[src/rtl/enemy_spawn_scheduler_if.sv]
// Handshake bundle between the game top-level (master) and the enemy
// spawn scheduler (slave): game controls and per-slot events in, slot
// enables, destroy pulses and game status out.
interface enemy_spawn_scheduler_if;
    logic       start;
    logic       pause;
    logic [9:0] hit;
    logic [9:0] touch_edge;
    logic [9:0] c_en;
    logic [9:0] des;
    logic       move_en;
    logic [1:0] flying_rate;
    logic [7:0] score;
    logic [3:0] misses;
    logic [3:0] active_count;
    logic       game_over;

    modport master (
        output start, pause, hit, touch_edge,
        input  c_en, des, move_en, flying_rate, score, misses, active_count, game_over
    );

    modport slave (
        input  start, pause, hit, touch_edge,
        output c_en, des, move_en, flying_rate, score, misses, active_count, game_over
    );
endinterface

[src/rtl/enemy_spawn_scheduler.sv]
// Enemy spawn scheduler: game FSM (idle/run/pause/game over), periodic
// spawn timer, slot allocation, retirement on hit/edge, score and miss
// tracking, and flying-rate selection from score.
// Optional build macro SPAWN_LFSR_EN: a 16-bit Galois LFSR picks the slot
// scan start instead of the round-robin pointer.
module enemy_spawn_scheduler #(
    parameter int NUM_SLOTS      = 10,
    parameter int SPAWN_INTERVAL = 25000000,
    parameter int MAX_ACTIVE     = 6,
    parameter int MAX_MISSES     = 5,
    parameter int LVL1_SCORE     = 10,
    parameter int LVL2_SCORE     = 30
) (
    input  logic                   clk,
    input  logic                   reset,
    enemy_spawn_scheduler_if.slave bus
);
    localparam int             TW         = $clog2(SPAWN_INTERVAL);
    localparam logic [TW-1:0]  TIMER_LOAD = TW'(SPAWN_INTERVAL - 1);
    localparam logic [TW-1:0]  TIMER_ZERO = TW'(0);
    localparam logic [3:0]     MISS_CAP   = 4'(MAX_MISSES);
    localparam logic [3:0]     ACTIVE_CAP = 4'(MAX_ACTIVE);
    localparam logic [3:0]     LAST_SLOT  = 4'(NUM_SLOTS - 1);
    localparam logic [4:0]     SLOTS5     = 5'(NUM_SLOTS);
    localparam logic [7:0]     LVL1       = 8'(LVL1_SCORE);
    localparam logic [7:0]     LVL2       = 8'(LVL2_SCORE);

    typedef enum logic [1:0] {
        IDLE      = 2'd0,
        RUN       = 2'd1,
        PAUSED    = 2'd2,
        GAME_OVER = 2'd3
    } state_t;

    function automatic logic [3:0] popcount(input logic [NUM_SLOTS-1:0] v);
        logic [3:0] n;
        n = 4'd0;
        for (int i = 0; i < NUM_SLOTS; i++) begin
            n = n + {3'd0, v[i]};
        end
        return n;
    endfunction

    state_t                state_r, state_s;
    logic [NUM_SLOTS-1:0]  c_en_r, c_en_s, des_r, des_s;
    logic [NUM_SLOTS-1:0]  hits_s, edge_s, spawn_s;
    logic [TW-1:0]         timer_r, timer_s;
    logic [7:0]            score_r, score_s;
    logic [8:0]            score_sum_s;
    logic [3:0]            misses_r, misses_s;
    logic [4:0]            miss_sum_s;
    logic                  move_en_r, game_over_r;
    logic [1:0]            rate_r, rate_s;
    logic [3:0]            active_s, scan_start_s, pick_s;
    logic [4:0]            idx_s;
    logic                  found_s;

    // Only live slots can retire; a simultaneous hit and edge counts as a hit.
    assign hits_s   = bus.hit & c_en_r;
    assign edge_s   = bus.touch_edge & c_en_r & ~bus.hit;
    assign active_s = popcount(c_en_r);

`ifdef SPAWN_LFSR_EN
    logic [15:0] lfsr_r;

    // Advance the scan-start LFSR every cycle spent in RUN.
    always_ff @(posedge clk or posedge reset) begin
        if (reset) begin
            lfsr_r <= 16'hACE1;
        end else if (state_r == RUN) begin
            lfsr_r <= {1'b0, lfsr_r[15:1]} ^ (lfsr_r[0] ? 16'hB400 : 16'h0000);
        end else begin
            lfsr_r <= lfsr_r;
        end
    end

    assign scan_start_s = (lfsr_r[3:0] >= 4'd10) ? (lfsr_r[3:0] - 4'd10) : lfsr_r[3:0];
`else
    logic [3:0] ptr_r, ptr_s;
    assign scan_start_s = ptr_r;
`endif

    // Find the first free slot scanning upward from the scan start, wrapping.
    always_comb begin
        pick_s  = 4'd0;
        found_s = 1'b0;
        idx_s   = 5'd0;
        for (int k = 0; k < NUM_SLOTS; k++) begin
            idx_s = {1'b0, scan_start_s} + 5'(k);
            if (idx_s >= SLOTS5) begin
                idx_s = idx_s - SLOTS5;
            end else begin
                idx_s = idx_s;
            end
            if (!found_s && !c_en_r[idx_s[3:0]]) begin
                found_s = 1'b1;
                pick_s  = idx_s[3:0];
            end else begin
                found_s = found_s;
            end
        end
    end

    // Next-state and datapath updates for the game FSM.
    always_comb begin
        state_s     = state_r;
        c_en_s      = c_en_r;
        des_s       = {NUM_SLOTS{1'b0}};
        timer_s     = timer_r;
        score_s     = score_r;
        misses_s    = misses_r;
        spawn_s     = {NUM_SLOTS{1'b0}};
        score_sum_s = 9'd0;
        miss_sum_s  = 5'd0;
`ifndef SPAWN_LFSR_EN
        ptr_s       = ptr_r;
`endif
        case (state_r)
            IDLE, GAME_OVER: begin
                if (bus.start) begin
                    state_s  = RUN;
                    c_en_s   = {NUM_SLOTS{1'b0}};
                    timer_s  = TIMER_LOAD;
                    score_s  = 8'd0;
                    misses_s = 4'd0;
`ifndef SPAWN_LFSR_EN
                    ptr_s    = 4'd0;
`endif
                end else begin
                    state_s = state_r;
                end
            end
            RUN: begin
                c_en_s      = c_en_r & ~(hits_s | edge_s);
                des_s       = hits_s | edge_s;
                score_sum_s = {1'b0, score_r} + {5'd0, popcount(hits_s)};
                score_s     = (score_sum_s > 9'd255) ? 8'd255 : score_sum_s[7:0];
                miss_sum_s  = {1'b0, misses_r} + {1'b0, popcount(edge_s)};
                misses_s    = (miss_sum_s >= {1'b0, MISS_CAP}) ? MISS_CAP : miss_sum_s[3:0];
                if (timer_r == TIMER_ZERO) begin
                    timer_s = TIMER_LOAD;
                    // Eligibility uses registered c_en, so retiring slots cannot respawn now.
                    if (found_s && (active_s < ACTIVE_CAP)) begin
                        spawn_s[pick_s] = 1'b1;
                        c_en_s          = c_en_s | spawn_s;
`ifndef SPAWN_LFSR_EN
                        ptr_s           = (pick_s == LAST_SLOT) ? 4'd0 : (pick_s + 4'd1);
`endif
                    end else begin
                        c_en_s = c_en_s;
                    end
                end else begin
                    timer_s = timer_r - TW'(1);
                end
                if (misses_s == MISS_CAP) begin
                    state_s = GAME_OVER;
                    des_s   = c_en_r;
                    c_en_s  = {NUM_SLOTS{1'b0}};
                end else if (bus.pause) begin
                    state_s = PAUSED;
                end else begin
                    state_s = RUN;
                end
            end
            PAUSED: begin
                if (!bus.pause) begin
                    state_s = RUN;
                end else begin
                    state_s = PAUSED;
                end
            end
            default: begin
                state_s = IDLE;
            end
        endcase

        if (score_s < LVL1) begin
            rate_s = 2'b01;
        end else if (score_s < LVL2) begin
            rate_s = 2'b10;
        end else begin
            rate_s = 2'b11;
        end
    end

    // State and registered outputs; reset aborts a game immediately.
    always_ff @(posedge clk or posedge reset) begin
        if (reset) begin
            state_r     <= IDLE;
            c_en_r      <= {NUM_SLOTS{1'b0}};
            des_r       <= {NUM_SLOTS{1'b0}};
            timer_r     <= TIMER_LOAD;
            score_r     <= 8'd0;
            misses_r    <= 4'd0;
            move_en_r   <= 1'b0;
            game_over_r <= 1'b0;
            rate_r      <= 2'b01;
`ifndef SPAWN_LFSR_EN
            ptr_r       <= 4'd0;
`endif
        end else begin
            state_r     <= state_s;
            c_en_r      <= c_en_s;
            des_r       <= des_s;
            timer_r     <= timer_s;
            score_r     <= score_s;
            misses_r    <= misses_s;
            move_en_r   <= (state_s == RUN);
            game_over_r <= (state_s == GAME_OVER);
            rate_r      <= rate_s;
`ifndef SPAWN_LFSR_EN
            ptr_r       <= ptr_s;
`endif
        end
    end

    assign bus.c_en         = c_en_r;
    assign bus.des          = des_r;
    assign bus.move_en      = move_en_r;
    assign bus.flying_rate  = rate_r;
    assign bus.score        = score_r;
    assign bus.misses       = misses_r;
    assign bus.active_count = active_s;
    assign bus.game_over    = game_over_r;
endmodule

[src/flat_wrapper.sv]
// flat-port wrapper written by rule: the top's interface ports become plain ports
module enemy_spawn_scheduler_flat 
#(
    parameter int NUM_SLOTS      = 10,
    parameter int SPAWN_INTERVAL = 25000000,
    parameter int MAX_ACTIVE     = 6,
    parameter int MAX_MISSES     = 5,
    parameter int LVL1_SCORE     = 10,
    parameter int LVL2_SCORE     = 30
)
  (clk, reset, bus_start, bus_pause, bus_hit, bus_touch_edge, bus_c_en, bus_des, bus_move_en, bus_flying_rate, bus_score, bus_misses, bus_active_count, bus_game_over);
  enemy_spawn_scheduler_if bus_i ();
  input  logic clk;
  input  logic reset;
  input wire logic [$bits(bus_i.start)-1:0] bus_start;
  input wire logic [$bits(bus_i.pause)-1:0] bus_pause;
  input wire logic [$bits(bus_i.hit)-1:0] bus_hit;
  input wire logic [$bits(bus_i.touch_edge)-1:0] bus_touch_edge;
  output wire logic [$bits(bus_i.c_en)-1:0] bus_c_en;
  output wire logic [$bits(bus_i.des)-1:0] bus_des;
  output wire logic [$bits(bus_i.move_en)-1:0] bus_move_en;
  output wire logic [$bits(bus_i.flying_rate)-1:0] bus_flying_rate;
  output wire logic [$bits(bus_i.score)-1:0] bus_score;
  output wire logic [$bits(bus_i.misses)-1:0] bus_misses;
  output wire logic [$bits(bus_i.active_count)-1:0] bus_active_count;
  output wire logic [$bits(bus_i.game_over)-1:0] bus_game_over;
  assign bus_i.start = bus_start;
  assign bus_i.pause = bus_pause;
  assign bus_i.hit = bus_hit;
  assign bus_i.touch_edge = bus_touch_edge;
  assign bus_c_en = bus_i.c_en;
  assign bus_des = bus_i.des;
  assign bus_move_en = bus_i.move_en;
  assign bus_flying_rate = bus_i.flying_rate;
  assign bus_score = bus_i.score;
  assign bus_misses = bus_i.misses;
  assign bus_active_count = bus_i.active_count;
  assign bus_game_over = bus_i.game_over;
  enemy_spawn_scheduler #(.NUM_SLOTS(NUM_SLOTS), .SPAWN_INTERVAL(SPAWN_INTERVAL), .MAX_ACTIVE(MAX_ACTIVE), .MAX_MISSES(MAX_MISSES), .LVL1_SCORE(LVL1_SCORE), .LVL2_SCORE(LVL2_SCORE)) u_core (.clk(clk), .reset(reset), .bus(bus_i));
endmodule
[config.mk]
export PLATFORM = sky130hd
export DESIGN_NAME = enemy_spawn_scheduler_flat
export DESIGN_NICKNAME = d
export VERILOG_FILES = /design/src/rtl/enemy_spawn_scheduler_if.sv /design/src/rtl/enemy_spawn_scheduler.sv /design/src/flat_wrapper.sv
export SDC_FILE = /design/constraint.sdc
export NUM_CORES = 1
export LEC_CHECK = 0
export ABC_AREA = 1
export BUFFER_PORTS_ARGS = -buffer_cell sky130_fd_sc_hd__buf_2
export CAP_MARGIN = 30
export CORE_MARGIN = 4
export CORE_UTILIZATION = 45
export CTS_CLUSTER_DIAMETER = 100
export DETAILED_ROUTE_END_ITERATION = 10
export HOLD_SLACK_MARGIN = 0.12
export PLACE_DENSITY_LB_ADDON = 0.3
export SYNTH_ARGS = -nofsm -noshare
export SYNTH_HDL_FRONTEND = slang
export SYNTH_SLANG_ARGS = --single-unit
[constraint.sdc]
create_clock -name clk -period 11 [get_ports clk]
set_clock_uncertainty 0.05 [all_clocks]
set_input_delay 2.2 -clock clk [delete_from_list [all_inputs] [get_ports clk]]
set_output_delay 2.2 -clock clk [all_outputs]
set_load 0.005 [all_outputs]
After elaboration in Yosys (flattened, before gate mapping)
Cells that the tools add are included.
{"block": "op_classes", "add_sub_neg": 50, "mul": 0, "n_div": 0, "n_lt_le_gt_ge": 27, "n_eq_ne": 10, "shift": 0, "n_mux": 78, "n_bitwise": 8, "n_reduce_logical": 34}
{"cell": "$mux 4", "count": 25}
{"cell": "$add 4x1->4", "count": 24}
{"cell": "$mux 10", "count": 6}
{"cell": "$lt 4x5->1 const B", "count": 11}
{"cell": "$mux 25", "count": 2}
{"cell": "$pmux 25 s2", "count": 1}
{"cell": "$ge 5x4->1 const B", "count": 9}
{"cell": "$and 10x10->10", "count": 4}
{"cell": "$bmux 1 s4", "count": 10}
{"cell": "$sub 4x4->4 const B", "count": 10}
{"cell": "$logic_not 25->1", "count": 1}
{"cell": "$sub 25x1->25 const B", "count": 1}
{"cell": "$mux 1", "count": 22}
{"cell": "$add 4x3->5 const B", "count": 4}
{"cell": "$not 10->10", "count": 2}
{"cell": "$or 10x10->10", "count": 2}
{"cell": "$pmux 10 s2", "count": 1}
{"cell": "$logic_not 1->1", "count": 17}
{"cell": "$mux 8", "count": 2}
{"cell": "$pmux 4 s2", "count": 2}
{"cell": "$pmux 8 s2", "count": 1}
{"cell": "$logic_and 1x1->1", "count": 11}
{"cell": "$add 4x2->5 const B", "count": 2}
{"cell": "$add 4x4->5 const B", "count": 2}
{"cell": "26 further kinds", "count": 35}
{"block": "totals", "regBits": 67, "latch_bits": 0, "mem_bits_rw": 0, "romBits": 0, "input_bits": 24, "output_inout_bits": 40, "mem_count": 0}

Longest topological paths before layout
{"block": "logic_depth", "word_depth": 41, "ltp_mapped": 33, "ltp_nobuf": 32}

Worst setup path after synthesis
Ideal clock, no wire load.
{"block": "synth_timing", "path_type": "input to register", "startpoint": "input port bus_hit[0]", "endpoint": "register u_core.rate_r[1] (netlist: u_core.bus.flying_rate[1])", "setup_time_ns": 0.131, "arrival_ns": 6.873, "required_ns": 10.819, "setup_slack_ns": 3.946, "path_stages": 26, "n_path_buf": 0, "path_cell_list": "nand2_1 > inv_1 > ha_1 > inv_1 > fa_1 > fa_1 > inv_1 > fa_1 > fa_1 > inv_1 > fa_1 > inv_1 > fa_1 > nand2_1 > inv_1 > nor2_1 > nor2_1 > nor2_1 > nor2_1 > inv_1 > nor3_1 > a21oi_1 > o21ai_0 > and2_1 > a211o_1 > or3_1"}
{"block": "synth_via", "elab_chain_cells": 16}
{"item": "start: declaration", "line_no": "flat_wrapper.sv:17", "source": "input wire logic [$bits(bus_i.hit)-1:0] bus_hit;"}
{"item": "$and 10x10->10 *", "line_no": "enemy_spawn_scheduler.sv:59", "source": "assign hits_s = bus.hit & c_en_r;"}
{"item": "$add 1x1->2 *", "line_no": "enemy_spawn_scheduler.sv:39", "source": "n = n + {3'd0, v[i]};"}
{"item": "$add 4x1->4 * (8 in a row)", "line_no": "enemy_spawn_scheduler.sv:39"}
{"item": "$add 8x4->9 *", "line_no": "enemy_spawn_scheduler.sv:136", "source": "score_sum_s = {1'b0, score_r} + {5'd0, popcount(hits_s)};"}
{"item": "$gt 9x8->1", "line_no": "enemy_spawn_scheduler.sv:137", "source": "score_s = (score_sum_s > 9'd255) ? 8'd255 : score_sum_s[7:0];"}
{"item": "$mux 8 *", "line_no": "enemy_spawn_scheduler.sv:137"}
{"item": "$pmux 8 s2 *", "line_no": "enemy_spawn_scheduler.sv:118", "source": "case (state_r)"}
{"item": "net u_core.score_s[3]", "line_no": "enemy_spawn_scheduler.sv:48", "source": "logic [7:0] score_r, score_s;"}
{"item": "$lt 8x4->1 *", "line_no": "enemy_spawn_scheduler.sv:177", "source": "if (score_s < LVL1) begin"}
{"item": "$mux 2 *", "line_no": "enemy_spawn_scheduler.sv:177"}
{"item": "net u_core.rate_s[1]", "line_no": "enemy_spawn_scheduler.sv:53", "source": "logic [1:0] rate_r, rate_s;"}
{"item": "end signal: assignment", "line_no": "enemy_spawn_scheduler.sv:210", "source": "rate_r <= rate_s;"}
{"item": "end: declaration", "line_no": "enemy_spawn_scheduler.sv:53"}
Mark *: on every way through the listed nets, which the timed path passes. The rest lies on a longest branch.
A chain may end at the register's enable or synchronous reset.

Worst setup path in the final report
{"block": "layout_timing", "startpoint": "input port bus_hit[1]", "endpoint": "register u_core.c_en_r[9] (netlist: u_core.bus.c_en[9])"}
{"block": "layout_via", "elab_chain_cells": 17}
{"item": "$not 10->10 *", "line_no": "enemy_spawn_scheduler.sv:60", "source": "assign edge_s = bus.touch_edge & c_en_r & ~bus.hit;"}
{"item": "$and 10x10->10 *", "line_no": "enemy_spawn_scheduler.sv:60"}
{"item": "$add 1x1->2 *", "line_no": "enemy_spawn_scheduler.sv:39"}
{"item": "$add 4x1->4 * (8 in a row)", "line_no": "enemy_spawn_scheduler.sv:39"}
{"item": "$add 4x4->5 *", "line_no": "enemy_spawn_scheduler.sv:138", "source": "miss_sum_s = {1'b0, misses_r} + {1'b0, popcount(edge_s)};"}
{"item": "$ge 5x3->1", "line_no": "enemy_spawn_scheduler.sv:139", "source": "misses_s = (miss_sum_s >= {1'b0, MISS_CAP}) ? MISS_CAP : miss_sum_s[3:0];"}
{"item": "$mux 4 *", "line_no": "enemy_spawn_scheduler.sv:139"}
{"item": "$eq 4x3->1 *", "line_no": "enemy_spawn_scheduler.sv:155", "source": "if (misses_s == MISS_CAP) begin"}
{"item": "$mux 10 *", "line_no": "enemy_spawn_scheduler.sv:155"}
{"item": "$pmux 10 s2 *", "line_no": "enemy_spawn_scheduler.sv:118"}
{"item": "end signal: assignment", "line_no": "enemy_spawn_scheduler.sv:190", "source": "c_en_r <= {NUM_SLOTS{1'b0}};"}
{"item": "end signal: assignment", "line_no": "enemy_spawn_scheduler.sv:203", "source": "c_en_r <= c_en_s;"}
{"item": "end: declaration", "line_no": "enemy_spawn_scheduler.sv:45", "source": "logic [NUM_SLOTS-1:0] c_en_r, c_en_s, des_r, des_s;"}
Mark *: on every way between the ends. The rest lies on a longest branch, timed or not.

==> results.yml <==
detailed_routing:
  dr_total_vias: 6926
  drc: 0
  wl_met3_microns: 841
  wl_per_cell_microns: 14.50
  first_pass_iters: 6
  antenna_left: 0
  totalWireLength_microns: 19510
  drt-initial-drc-count: 487
  wl_met1_microns: 8755
  wl_met2_microns: 9412
  highest_layer: "met5"
  viasPerCell: 5.146
global_route:
  grt_max_degree: 68
  antenna_found_initial: 1
  track_usage_pct: 22.07
  grt_pass1_wl_microns: 32580
  grt_pass1_vias: 6757
  grt-ovfl-total: 0
synthesis:
  synth_edf_count: 0
  syn_area_sq_um: 7239
  yosys-top-cells-area: "dfrtp_1 17%, nand2_1 14%, inv_1 8.7%"
  synthArstFlopShare_pct: 100.0
  synth_top_cell_area_share_pct: 16.94
  yosysMostFrequentCell: "nand2_1"
  syn_avg_cell_area_sq_um: 6.830
  synthFlopType: "dfrtp_1"
  synthDistinctLibCells: 60
  yosys_warnings: 0
  ys_seq_elements: 67
  synthCells: 1060
  ys_seq_area_share_pct: 23.47
  synth_nets: 1153
  synth_common_cells: "270 x nand2_1, 168 x inv_1, 117 x nand3_1"
  yosysTopAreaCell: "dfrtp_1"
clock_network:
  cts_sinks: 67
  ctsResizeCount: 0
  clk_pin_slew_ns: 0.05
  ctsHoldBuffers: 0
  clkLatencyLatePin_ns: 0.33
  cts_root_buffer: "clkbuf_16"
  cts_tree: "built"
  clk_path_buf_depth: 2
  cts_buffers: 9
  cts_setup_buffers: 0
  htreeDepth: 3
pwr:
  power_frac_clock_pct: 35.5
  swShare_pct: 36.14
  ir_drop_uv: 179.7
  leakage_nw: 4.409
  p_comb_share_pct: 27.7
  p_sw_mw: 0.2709
  p_per_area_nw_per_um2: 93.08
  p_seq_share_pct: 36.8
  internal-power_mw: 0.4788
critical_path:
  arrival_ns: 7.78
  rrSetupSlack_ns: 4.81
  critPathKind: "input pin to flop"
  start_kind: "input pin"
  timing.rr.end: "u_core.bus.c_en[9]"
  cp.required_ns: 11.21
  cp-end-kind: "flop"
  worstPathMaxFanout: 9
  reg2reg_from: "u_core.bus.c_en[1]"
  r2r_cells: 23
finish:
  n_fill_cell: 1588
  area_growth_pct: 11.27
  fin_area_sq_um: 8055
  n_antenna_cell: 0
  layout.nets: 1218
  multi_input_area_sq_um: 4776
  regArea_sq_um: 1699
  finish.utilization_pct: 50.89
  drive_gt1_share_pct: 16.11
sta:
  setup_ws_ns: 3.434
  finalCriticalPeriod_ns: 7.566
  hold_viol_final: 0
  rsz0062_at_grt: "no"
  finalCritPeriodShare_pct: 68.78
  setup_violations: 0
  tns_ns: 0
  fmax_mhz: 132.2
  max_slew_margin_pct: 40.12
  slew_violations: 0
  worst_slew_pin_slew_ns: 0.8888
die:
  die-area_sq_um: 18180
  core_sq_um: 15830
  die_x_microns: 134.8
  start_util_pct: 45.74
  rows: 46
  fp.dieH_microns: 134.8
  io_pins: 64
min_path:
  hp-class: "flop to flop"
  min_path_cells: 2
  min_to: "u_core.timer_r[24]"
  worstHoldStart: "u_core.timer_r[24]"
run_status:
  status: "finished, final reports clean"
place:
  dpl_cell_area_sq_um: 7774
  pre_cts_ws_ns: 3.162
  place_hpwl_microns: 15470
  portBuffers: 63
  place.gp.congestion: 0.9318
run:
  max_cap_violations: 0
critical path: stages:
cell and delay (ns):
buf_2 0.11, nor3_1 0.22, ha_1 0.30, inv_1 0.09
fa_1 0.42, fa_1 0.54, inv_1 0.05, fa_1 0.48
fa_1 0.46, inv_1 0.08, fa_1 0.46, inv_1 0.08
ha_1 0.22, nand2_1 0.07, nor2_1 0.04, a211oi_1 0.26
o211ai_1 0.14, a21oi_1 0.47, inv_1 0.29, nor3_1 0.35
buf_2 0.29, nand2_1 0.08, nand2_1 0.06
power by group through the flow:
stage / clock, mW / sequential (mW) / combinational (mW)
floorplan: 0 / 0.278 / 0.136
global placement: 0 / 0.279 / 0.200
detailed placement: 0 / 0.279 / 0.207
CTS: 0.272 / 0.276 / 0.207
global route: 0.284 / 0.278 / 0.233
finish: 0.266 / 0.276 / 0.208
cell type report:
class                           instances  area share [%]
Timing Repair Buffer                   68           4.349
Tap cell                              216           3.355
Clock buffer                           12           3.184
Clock inverter                          4          0.3107
Inverter                              180           8.419
Sequential cell                        67           21.09
Multi-Input combinational cell        799           59.29
layer usage:
metal | global-route usage, % | up-vias
met5 | 0 | -
met1 | 28.36 | 3178
met4 | 7.523 | 2
met2 | 37.97 | 168
met3 | 3.353 | 37
li1 | - | 3541
stage by stage:
stage	total power, mW	hold WS [ns]	std cells
floorplan	0.4136	0.4007	1060
global placement	0.4796	0.4136	1329
detailed placement	0.4863	0.4174	1330
CTS	0.7555	0.4259	1346
global route	0.7952	0.4553	1346
finish	0.7498	0.4259	1346
how the worst max path moves through the flow:
stage / slack (ns) / startpoint / to
3_5_place_dp: 3.16 / bus_hit[1] / u_core.bus.misses[1]
3_3_place_gp: 2.91 / bus_hit[1] / u_core.bus.misses[1]
2_1_floorplan: 3.95 / bus_hit[0] / u_core.bus.flying_rate[1]
6_report: 3.43 / bus_hit[1] / u_core.bus.c_en[9]
5_1_grt: 3.05 / bus_hit[1] / u_core.bus.misses[1]
4_1_cts: 3.47 / bus_hit[1] / u_core.bus.misses[1]
logic make-up (layout without fill, tap and decap cells):
family / Yosys count / count (layout) / synth area share, %
compound gates: 106 / 106 / 9.298
mux: 1 / 1 / 0.1555
simple gates: 600 / 600 / 39.53
buf+inv: 194 / 264 / 10.56
flops: 67 / 67 / 23.47
fa+ha+maj: 69 / 69 / 14.10
xor+xnor: 23 / 23 / 2.886
registers in the layout, summed over array words and instances (netlist names), 2 cells and up:
register and count:
u_core.bus.score 8, u_core.bus.flying_rate 2, u_core.state_r 2, u_core.timer_r 25
u_core.ptr_r 4, u_core.bus.misses 4, u_core.bus.c_en 10, u_core.bus.des 10
cells in the final DEF (no fill, tap or decap), types with 17 or more instances in the layout:
cell type / n
nand2_1: 270
inv_1: 167
nand3_1: 117
nor2_1: 98
buf_2: 64
dfrtp_1: 49
ha_1: 48
o21ai_0: 36
nand2_2: 21
fa_1: 21
a21oi_1: 19
nand4_1: 19
dfstp_2: 18
nor3_1: 17
Note: power is estimated with default switching activity, not from simulation.
